==> config.mk <==
export PLATFORM = sky130hd
export DESIGN_NAME = mac2x2_acc
export DESIGN_NICKNAME = d
export VERILOG_FILES = /design/src/rtl/mac2x2_acc.sv
export SDC_FILE = /design/constraint.sdc
export NUM_CORES = 1
export LEC_CHECK = 0
export CORE_UTILIZATION = 50
export DETAILED_ROUTE_END_ITERATION = 8
export PLACE_DENSITY = 0.84
export SLEW_MARGIN = 20
export SYNTH_ARGS = -nofsm -noshare
export SYNTH_HDL_FRONTEND = slang
export SYNTH_HIERARCHICAL = 1
export SYNTH_SLANG_ARGS = --single-unit
==> constraint.sdc <==
create_clock -name clk -period 1.8 [get_ports clk]
set_input_delay 0.18 -clock clk [delete_from_list [all_inputs] [get_ports clk]]
set_output_delay 0.18 -clock clk [all_outputs]
set_load 0.01 [all_outputs]
==> src/rtl/mac2x2_acc.sv <==
// ============================================================================
// Module   : mac2x2_acc (with helper mul2x2)
// Brief    : Sums N consecutive 2x2-bit products into an ACC_W-bit total.
//            Operand pairs arrive on a valid/ready port, and the finished
//            total leaves on a second valid/ready port.
//            Optional build macro: MAC2X2_SATURATE_EN. When it is defined,
//            the accumulator clamps to all-ones on overflow instead of
//            wrapping.
// Revision : 1.0 - initial release
// ============================================================================
`default_nettype none

// Gate-level 2x2 unsigned multiplier (product range 0..9).
module mul2x2 (
  input  logic [1:0] a_i,
  input  logic [1:0] b_i,
  output logic [3:0] p_o
);
  logic w_a0b0, w_a1b0, w_a0b1, w_a1b1, w_c1;

  assign w_a0b0 = a_i[0] & b_i[0];
  assign w_a1b0 = a_i[1] & b_i[0];
  assign w_a0b1 = a_i[0] & b_i[1];
  assign w_a1b1 = a_i[1] & b_i[1];
  assign w_c1   = w_a1b0 & w_a0b1;

  assign p_o[0] = w_a0b0;
  assign p_o[1] = w_a1b0 ^ w_a0b1;
  assign p_o[2] = w_a1b1 ^ w_c1;
  assign p_o[3] = w_a1b1 & w_c1;
endmodule

module mac2x2_acc #(
  parameter int N     = 4,
  parameter int ACC_W = 6
) (
  input  logic             clk,
  input  logic             rst_n,
  input  logic             in_valid,
  output logic             in_ready,
  input  logic [1:0]       a,
  input  logic [1:0]       b,
  output logic             out_valid,
  input  logic             out_ready,
  output logic [ACC_W-1:0] out_sum,
  output logic             out_ovf
);
  localparam int             CNT_W    = (N > 1) ? $clog2(N) : 1;
  localparam logic [CNT_W-1:0] CNT_LAST = CNT_W'(N - 1);

  typedef enum logic [0:0] {
    ST_ACC = 1'b0,
    ST_OUT = 1'b1
  } state_t;

  state_t           state_q, state_d;
  logic [ACC_W-1:0] acc_q, acc_d;
  logic [CNT_W-1:0] cnt_q, cnt_d;
  logic             ovf_q, ovf_d;
  logic [ACC_W-1:0] sum_q, sum_d;
  logic             oovf_q, oovf_d;

  logic [3:0]       w_prod;
  logic [ACC_W:0]   w_add_full;
  logic             w_carry;
  logic [ACC_W-1:0] w_add_res;
  logic             w_accept;

  mul2x2 u_mul (
    .a_i (a),
    .b_i (b),
    .p_o (w_prod)
  );

  // One extra bit on the adder captures the carry out for the overflow flag.
  assign w_add_full = {1'b0, acc_q} + (ACC_W + 1)'(w_prod);
  assign w_carry    = w_add_full[ACC_W];

`ifdef MAC2X2_SATURATE_EN
  // Once clamped, acc stays at all-ones: any non-zero product carries again.
  assign w_add_res = w_carry ? {ACC_W{1'b1}} : w_add_full[ACC_W-1:0];
`else
  assign w_add_res = w_add_full[ACC_W-1:0];
`endif

  assign in_ready  = (state_q == ST_ACC);
  assign out_valid = (state_q == ST_OUT);
  assign w_accept  = in_valid & in_ready;
  assign out_sum   = sum_q;
  assign out_ovf   = oovf_q;

  // Next-state logic: accumulate beats, hand the total off on the last beat.
  always_comb begin
    state_d = state_q;
    acc_d   = acc_q;
    cnt_d   = cnt_q;
    ovf_d   = ovf_q;
    sum_d   = sum_q;
    oovf_d  = oovf_q;
    case (state_q)
      ST_ACC: begin
        if (w_accept) begin
          if (cnt_q == CNT_LAST) begin
            sum_d   = w_add_res;
            oovf_d  = ovf_q | w_carry;
            acc_d   = '0;
            cnt_d   = '0;
            ovf_d   = 1'b0;
            state_d = ST_OUT;
          end else begin
            acc_d = w_add_res;
            ovf_d = ovf_q | w_carry;
            cnt_d = cnt_q + CNT_W'(1);
          end
        end
      end
      ST_OUT: begin
        if (out_ready) begin
          state_d = ST_ACC;
        end
      end
      default: state_d = ST_ACC;
    endcase
  end

  // State registers, cleared asynchronously so a reset drops any partial burst.
  always_ff @(posedge clk or negedge rst_n) begin
    if (!rst_n) begin
      state_q <= ST_ACC;
      acc_q   <= '0;
      cnt_q   <= '0;
      ovf_q   <= 1'b0;
      sum_q   <= '0;
      oovf_q  <= 1'b0;
    end else begin
      state_q <= state_d;
      acc_q   <= acc_d;
      cnt_q   <= cnt_d;
      ovf_q   <= ovf_d;
      sum_q   <= sum_d;
      oovf_q  <= oovf_d;
    end
  end

endmodule

`default_nettype wire
==> results of run 1 <==
power groups by stage:
| stage | Sequential, mW | Clock, mW | Combinational [mW] |
|---|---|---|---|
| after floorplan | 0.647 | 0 | 0.507 |
| after global placement | 0.634 | 0 | 0.781 |
| after detailed placement | 0.644 | 0 | 0.805 |
| after CTS | 0.652 | 0.212 | 0.866 |
| after global routing | 0.676 | 0.233 | 1.06 |
| final | 0.658 | 0.208 | 0.965 |
critical path, delay by kind of cell:
family | cells | cell delay, ns
compound gates | 2 | 0.26
simple gates | 2 | 0.26
buf+inv | 1 | 0.41
fa+ha+maj | 3 | 0.56
xor+xnor | 1 | 0.26
what timing repair did:
item                                    4_1_cts  5_1_grt
endpoints found under the setup margin       10        7
hold buffers                                  0        0
gates resized for setup                       8       11
pin swaps                                     5        4
cloned                                        0        0
area by class of cell:
cell class	instances	share of cell area (%)
multi-input combinational	66	46.28
clock buffer	4	2.029
inverter	2	0.5797
tap	25	2.415
sequential	17	32.85
timing repair buffer	22	15.85
cell families (layout without fill, tap and decap cells):
kind of cell / after synthesis / after routing / synth area share (%)
AO/OA/AOI/OAI: 19 / 19 / 14.38
XOR/XNOR: 4 / 4 / 3.728
adder cells (fa/ha/maj): 8 / 8 / 11.45
buffers and inverters: 7 / 28 / 3.994
flip-flops: 17 / 17 / 45.27
multiplexers: 5 / 5 / 5.859
AND/OR/NAND/NOR: 30 / 30 / 15.31
cell usage in the layout (no fill, tap or decap), types with 3 or more instances in the layout:
| cell | Yosys | final |
|---|---|---|
| sky130_fd_sc_hd__clkdlybuf4s50_1 | 0 | 16 |
| sky130_fd_sc_hd__mux2_2 | 4 | 4 |
| sky130_fd_sc_hd__dfrtp_1 | 17 | 17 |
| sky130_fd_sc_hd__o31ai_1 | 3 | 3 |
| sky130_fd_sc_hd__nor2_1 | 6 | 5 |
| sky130_fd_sc_hd__o21ai_0 | 6 | 5 |
| sky130_fd_sc_hd__buf_4 | 2 | 6 |
| sky130_fd_sc_hd__clkbuf_4 | 0 | 3 |
| sky130_fd_sc_hd__nand2b_1 | 3 | 3 |
| sky130_fd_sc_hd__ha_4 | 0 | 5 |
| sky130_fd_sc_hd__xnor2_1 | 4 | 3 |
| sky130_fd_sc_hd__nand2_1 | 12 | 12 |
final timing paths:
path	slack, ns	cells past startpoint	start	end
setup reg to reg	0.19	6	acc_q[0]	acc_q[3]
min in group clk	0.44	2	out_ready	out_valid
hold reg to reg	0.49	2	out_sum[4]	out_sum[4]
max in group asynchronous	1.42	2	rst_n	acc_q[1]
setup / recovery	0.04	9	b[1]	acc_q[3]
hold / removal	0.20	2	rst_n	out_sum[4]
synth_stat cells (2+ instances only):
master | count | area share [%]
sky130_fd_sc_hd__mux2_2 | 4 | 4.8
sky130_fd_sc_hd__nand2b_1 | 3 | 2.0
sky130_fd_sc_hd__a21oi_1 | 2 | 1.1
sky130_fd_sc_hd__o31ai_1 | 3 | 2.4
sky130_fd_sc_hd__o21ai_0 | 6 | 3.2
sky130_fd_sc_hd__buf_2 | 3 | 1.6
sky130_fd_sc_hd__inv_1 | 2 | 0.80
sky130_fd_sc_hd__dfrtp_1 | 17 | 45
sky130_fd_sc_hd__nand2_1 | 12 | 4.8
sky130_fd_sc_hd__buf_4 | 2 | 1.6
sky130_fd_sc_hd__nor2_1 | 6 | 2.4
sky130_fd_sc_hd__ha_1 | 7 | 9.3
sky130_fd_sc_hd__xnor2_1 | 4 | 3.7
sky130_fd_sc_hd__and2_1 | 4 | 2.7
sky130_fd_sc_hd__nand3_1 | 2 | 1.1
layer usage:
layer | vias to the layer above | track usage [%]
met1 | 346 | 23.14
li1 | 357 | -
met2 | 10 | 37.10
met3 | 6 | 5.600
met4 | 0 | 13.94
met5 | - | 0
sequential cells by signal (all words and copies together) (netlist names):
name	count
out_sum	6
ovf_q	1
cnt_q	2
out_valid	1
acc_q	6
out_ovf	1
==> summary.txt, run 1 <==
===========================================================================================
Result of the run                                                              finished, final reports clean
Clk Latency, worst-skew pair                                                        0.29 ns
# diodes                                                                                  0
Share of post-route cells with drive strength above 1                                27.93%
Global-route usage over all layers                                                   21.54%
Met2 routed wirelength                                                             1.020 mm
Uppermost routed layer                                                                 met4
Clock root buffer master                                                       sky130_fd_sc_hd__clkbuf_4
Sequential cell fraction of total power                                               35.9%
Core Area                                                                      0.001745 sq mm
Total wire length                                                                  1.990 mm
Upper clock frequency limit                                                       568.8 MHz
Distinct cells, synth                                                                    28
Number of placement rows                                                                 15
Initial standard-cell utilization of the core                                        53.84%
Placer congestion estimate                                                           0.7557
I/O pin count                                                                            17
Die span in y                                                                      45.35 um
Signal arrival time at the worst endpoint                                           1.94 ns
Final setup vio count                                                                     0
Fin util                                                                             74.19%
Final HPWL DP                                                                      1.332 mm
Post-Synthesis Mean Instance Area                                               10.44 sq um
Critical Setup Path Class                                                            in2reg
Post-synthesis register bit count                                                        17
Met3 Wirelength                                                                       49 um
Period Utilization, post-route                                                       97.67%
Mapped Nets                                                                             106
Gr ovfl total                                                                             0
Total power draw                                                                   1.831 mW
Cell leakage power                                                                0.5265 nW
Slack of the critical path                                                       0.04194 ns
Critical Path Slowest Stage Cell                                               sky130_fd_sc_hd__clkdlybuf4s50_1
PD cells                                                                       1414 mW/mm^2
Async set or reset register ratio after synthesis                                    100.0%
Kind of start point of the critical path                                          input pin
Worst-case hold slack                                                             0.1980 ns
Clock Power Share                                                                     11.4%
Via/cell ratio                                                                        5.287
Most common flop cell mapped by yosys                                          sky130_fd_sc_hd__dfrtp_1
Total of fill cells in the finished design                                              119
Max-slew violation count                                                                  0
Die area                                                                       0.002057 sq mm
Worst setup slack before clock tree synthesis                                    -0.4258 ns
Total placed cells including tap cells                                                  132
Switching Share                                                                      38.00%
Global-route wire length before repair                                             3.001 mm
Critical path capture point type                                                       flop
Worst setup skew after layout                                                   0.002405 ns
Max_slew headroom                                                                    75.87%
Via count                                                                               719
Final Hold Violating Endpoints                                                            0
Total negative slack                                                                   0 ns
Number of CTS-inserted buffers                                                            3
Post-layout nets                                                                        128
Number of design-rule violations left by the first detailed-router iteration              3
Number of port buffers                                                                   16
Tightest Hold Check Type                                                           in2async
Instance count of the mapped netlist                                                     90
Final instance area                                                            0.001295 sq mm
Combinational group share of total power                                              52.7%
Remaining DRCs                                                                            0
Required time of the worst setup path                                               1.98 ns
Wire length per cell                                                               14.63 um
Number of warning messages in the yosys log                                               6
Stage delay of the slowest cell on the critical path                                0.41 ns
Number of antenna violations at the first check in global routing                         0
Measured slew at the worst slew-check pin                                         0.3619 ns
Proportion of synthesized chip area in sequential cells                              45.27%
Sequential cell area in the final layout                                        425.4 sq um
Register clock-pin slew on the reported worst setup and hold paths                  0.10 ns
TritonCTS clock tree                                                                   done
Minimum clock period after layout                                                  1.758 ns
P_sw                                                                              0.6958 mW
Multi-input gate area                                                           599.3 sq um
Standard cell area after detailed placement                                    0.001146 sq mm
Post-synthesis to final-layout area growth                                           37.82%
Count of H-tree levels built during CTS                                                   1
Series of cell instances along the critical path                               clkdlybuf4s50_1 -> and2_4 -> ha_4 -> ha_4 -> ha_4 -> a211oi_4 -> nor2_1 -> xnor2_1 -> o31ai_1
Largest net degree at the start of global routing                                        18
Max Cap Viol                                                                              0
Post-synth EDFFs                                                                          0
Post-Syn Area                                                                   939.7 sq um
Post-Route M1 WL                                                                     874 um
Cell internal power dissipation                                                    1.135 mW
Most Frequent Cell on Critical Path                                            sky130_fd_sc_hd__ha_4
Via count of the first global-routing pass                                              688
Largest fanout of any net on the critical path                                            3
Number of non-filler instances in the completed layout                                  136
Antenna Violating Nets Remaining                                                          0
Worst voltage drop across the vdd grid                                             997.5 uV
First-pass iteration count of the detailed router                                         2
Longest Clk Path Bufs                                                                     2
Post CTS Setup Buffer Count                                                               0
Die extent in x                                                                    45.35 um
Clock Sink Count                                                                         17
===========================================================================================
Note: power is estimated with default switching activity, not from simulation.
==> run 2, diff against run 1 <==
- CELL_PAD_IN_SITES_DETAIL_PLACEMENT: not set -> 0
- CELL_PAD_IN_SITES_GLOBAL_PLACEMENT: not set -> 1
- CORE_MARGIN: not set -> 1.5
- CORE_UTILIZATION: 50 -> 39
==> run 2 against run 1 <==
  * Critical path depth decreased by 3
  * Die area increased by 32%
  * Setup slack better by 0.15 ns
  * Count of clock-buffer cells in the layout is the same
==> summary.txt, run 2 (same netlist as run 1, synthesis figures left out) <==
===========================================================================================
Result of the run                                                              finished, final reports clean
Final Hold Violating Endpoints                                                            0   unchanged
Kind of start point of the critical path                                               flop
First-pass iteration count of the detailed router                                         2   unchanged
Upper clock frequency limit                                                       622.6 MHz   +9.5%
# diodes                                                                                  0   unchanged
Sequential cell fraction of total power                                               37.9%   +2.0 points
Switching Share                                                                      35.95%   -2.1 points
Largest fanout of any net on the critical path                                            3   unchanged
Remaining DRCs                                                                            0   unchanged
Die span in y                                                                      52.09 um   +15%
Clk Latency, worst-skew pair                                                        0.29 ns   about the same
Critical Setup Path Class                                                           reg2reg
Worst-case hold slack                                                             0.2003 ns   +0.002336 ns
Slack of the critical path                                                        0.1938 ns   +0.1518 ns
Met3 Wirelength                                                                       51 um   +4.1%
Series of cell instances along the critical path                               ha_1 -> fa_1 -> nand3_1 -> nand2_2 -> a22oi_1 -> o31ai_1
Final HPWL DP                                                                      1.259 mm   -5.5%
Max-slew violation count                                                                  0   unchanged
Worst setup skew after layout                                                   0.005565 ns   +0.003161 ns
Most common cell after layout, fill and taps aside                             sky130_fd_sc_hd__dfrtp_1
Via count of the first global-routing pass                                              675   -1.9%
P_sw                                                                              0.6186 mW   -11%
Post-layout nets                                                                        128   unchanged
Worst voltage drop across the vdd grid                                             918.6 uV   -7.9%
Number of antenna violations at the first check in global routing                         0   unchanged
Critical Path Slowest Stage Cell                                               sky130_fd_sc_hd__fa_1
Placer congestion estimate                                                           0.7229   -4.3%
Cell leakage power                                                                0.5575 nW   +5.9%
Number of placement rows                                                                 17   +2
Clock root buffer master                                                       sky130_fd_sc_hd__clkbuf_4
Count of H-tree levels built during CTS                                                   1   unchanged
Wire length per cell                                                               12.19 um   -17%
Signal arrival time at the worst endpoint                                           1.78 ns   -0.16 ns
Clock Power Share                                                                     11.8%   +0.4 points
Worst path top cell family by delay                                             adder cells
Total negative slack                                                                   0 ns   unchanged
Max Cap Viol                                                                              0   unchanged
Worst setup slack before clock tree synthesis                                    -0.4006 ns   +0.02522 ns
Number of design-rule violations left by the first detailed-router iteration              4   +1
Minimum clock period after layout                                                  1.606 ns   -0.1518 ns
Number of CTS-inserted buffers                                                            3   unchanged
Measured slew at the worst slew-check pin                                         0.3217 ns   -0.04016 ns
Number of buffer and inverter stages on the critical path                                 0   -1
Stage delay of the slowest cell on the critical path                                0.41 ns   about the same
Via/cell ratio                                                                        5.036   -4.7%
Share of post-route cells with drive strength above 1                                24.32%   -3.6 points
Die extent in x                                                                    52.09 um   +15%
Setup repair after global routing missed its margin                                      no
Via count                                                                               700   -2.6%
Period Utilization, post-route                                                       89.24%   -8.4 points
Tightest Hold Check Type                                                           in2async
Core Area                                                                      0.002233 sq mm   +28%
Final setup vio count                                                                     0   unchanged
Total wire length                                                                  1.695 mm   -15%
Die area                                                                       0.002713 sq mm   +32%
Combinational group share of total power                                              50.3%   -2.4 points
Post-Route M1 WL                                                                     798 um   -8.7%
Clock Sink Count                                                                         17   unchanged
Required time of the worst setup path                                               1.98 ns   about the same
Number of port buffers                                                                   16   unchanged
Total power draw                                                                   1.721 mW   -6.0%
Antenna Violating Nets Remaining                                                          0   unchanged
Uppermost routed layer                                                                 met4
Global-route wire length before repair                                             2.946 mm   -1.8%
Max_slew headroom                                                                    78.55%   +2.7 points
Cell internal power dissipation                                                    1.102 mW   -2.9%
TritonCTS clock tree                                                                   done
Commonest cells after routing, fill and taps aside                             sky130_fd_sc_hd__dfrtp_1 (17), sky130_fd_sc_hd__clkdlybuf4s50_1 (12), sky130_fd_sc_hd__nand2_1 (11), sky130_fd_sc_hd__o21ai_0 (6), sky130_fd_sc_hd__buf_4 (6)
Total of fill cells in the finished design                                              202   +70%
Met2 routed wirelength                                                               821 um   -20%
Register clock-pin slew on the reported worst setup and hold paths                  0.10 ns   about the same
I/O pin count                                                                            17   unchanged
Largest net degree at the start of global routing                                        18   unchanged
Post CTS Setup Buffer Count                                                               0   unchanged
Longest Clk Path Bufs                                                                     2   unchanged
Initial standard-cell utilization of the core                                        42.07%   -12 points
PD cells                                                                       1367 mW/mm^2   -3.3%
Post-synthesis to final-layout area growth                                           33.96%
Global-route usage over all layers                                                   15.13%   -6.4 points
Gr ovfl total                                                                             0   unchanged
Critical path capture point type                                                       flop
===========================================================================================
## run 2: layout make-up
cell class | instances | area, sq um | share of cell area, %
multi-input cells | 66 | 549.3 | 43.64
flip-flops and latches | 17 | 425.4 | 33.80
repair buffers | 22 | 215.2 | 17.10
well taps | 28 | 35.03 | 2.783
clock buffers | 4 | 26.28 | 2.087
inverters | 2 | 7.507 | 0.5964
## run 2: what timing repair did
action	4_1_cts	5_1_grt
hold buffers	0	0
pin swaps	4	7
gates resized for setup	5	9
gates cloned	0	0
endpoints found under the setup margin	9	6
## run 2: worst register-to-register path, stage by stage (launching register included)
cell	delay [ns]
sky130_fd_sc_hd__dfrtp_1	0.39
sky130_fd_sc_hd__ha_1	0.22
sky130_fd_sc_hd__fa_1	0.41
sky130_fd_sc_hd__nand3_1	0.14
sky130_fd_sc_hd__nand2_2	0.09
sky130_fd_sc_hd__a22oi_1	0.14
sky130_fd_sc_hd__o31ai_1	0.10
## run 2: worst paths after layout
| path | from | endpoint | slack [ns] | cells past startpoint |
|---|---|---|---|---|
| min in group clk | b[0] | out_sum[0] | 0.43 | 4 |
| max in group asynchronous | rst_n | acc_q[2] | 1.40 | 2 |
| min | rst_n | out_valid | 0.20 | 2 |
| max reg2reg | acc_q[0] | acc_q[4] | 0.19 | 6 |
| max | acc_q[0] | acc_q[4] | 0.19 | 6 |
| min reg2reg | out_sum[3] | out_sum[3] | 0.49 | 2 |
## run 2: per-layer routing
layer,GRT usage (%),vias to the layer above
li1,-,356
met1,19.01,329
met2,23.84,11
met3,4.598,4
met4,6.579,0
met5,0,-
## run 2: stage by stage
stage          util, %  std cells  instance area (sq um)
6_report         56.36        139                   1259
5_1_grt          56.36        139                   1259
4_1_cts          54.57        139                   1219
3_5_place_dp     51.48        135                   1150
3_3_place_gp     51.48        135                   1150
2_1_floorplan        -         90                  939.7
## run 2: power groups by stage
stage                     Sequential (mW)  Clock, mW  Combinational [mW]
final                               0.653      0.202               0.866
after global routing                0.674      0.230               0.972
after detailed placement            0.648          0               0.816
after CTS                           0.651      0.215               0.853
after global placement              0.637          0               0.804
after floorplan                     0.647          0               0.507
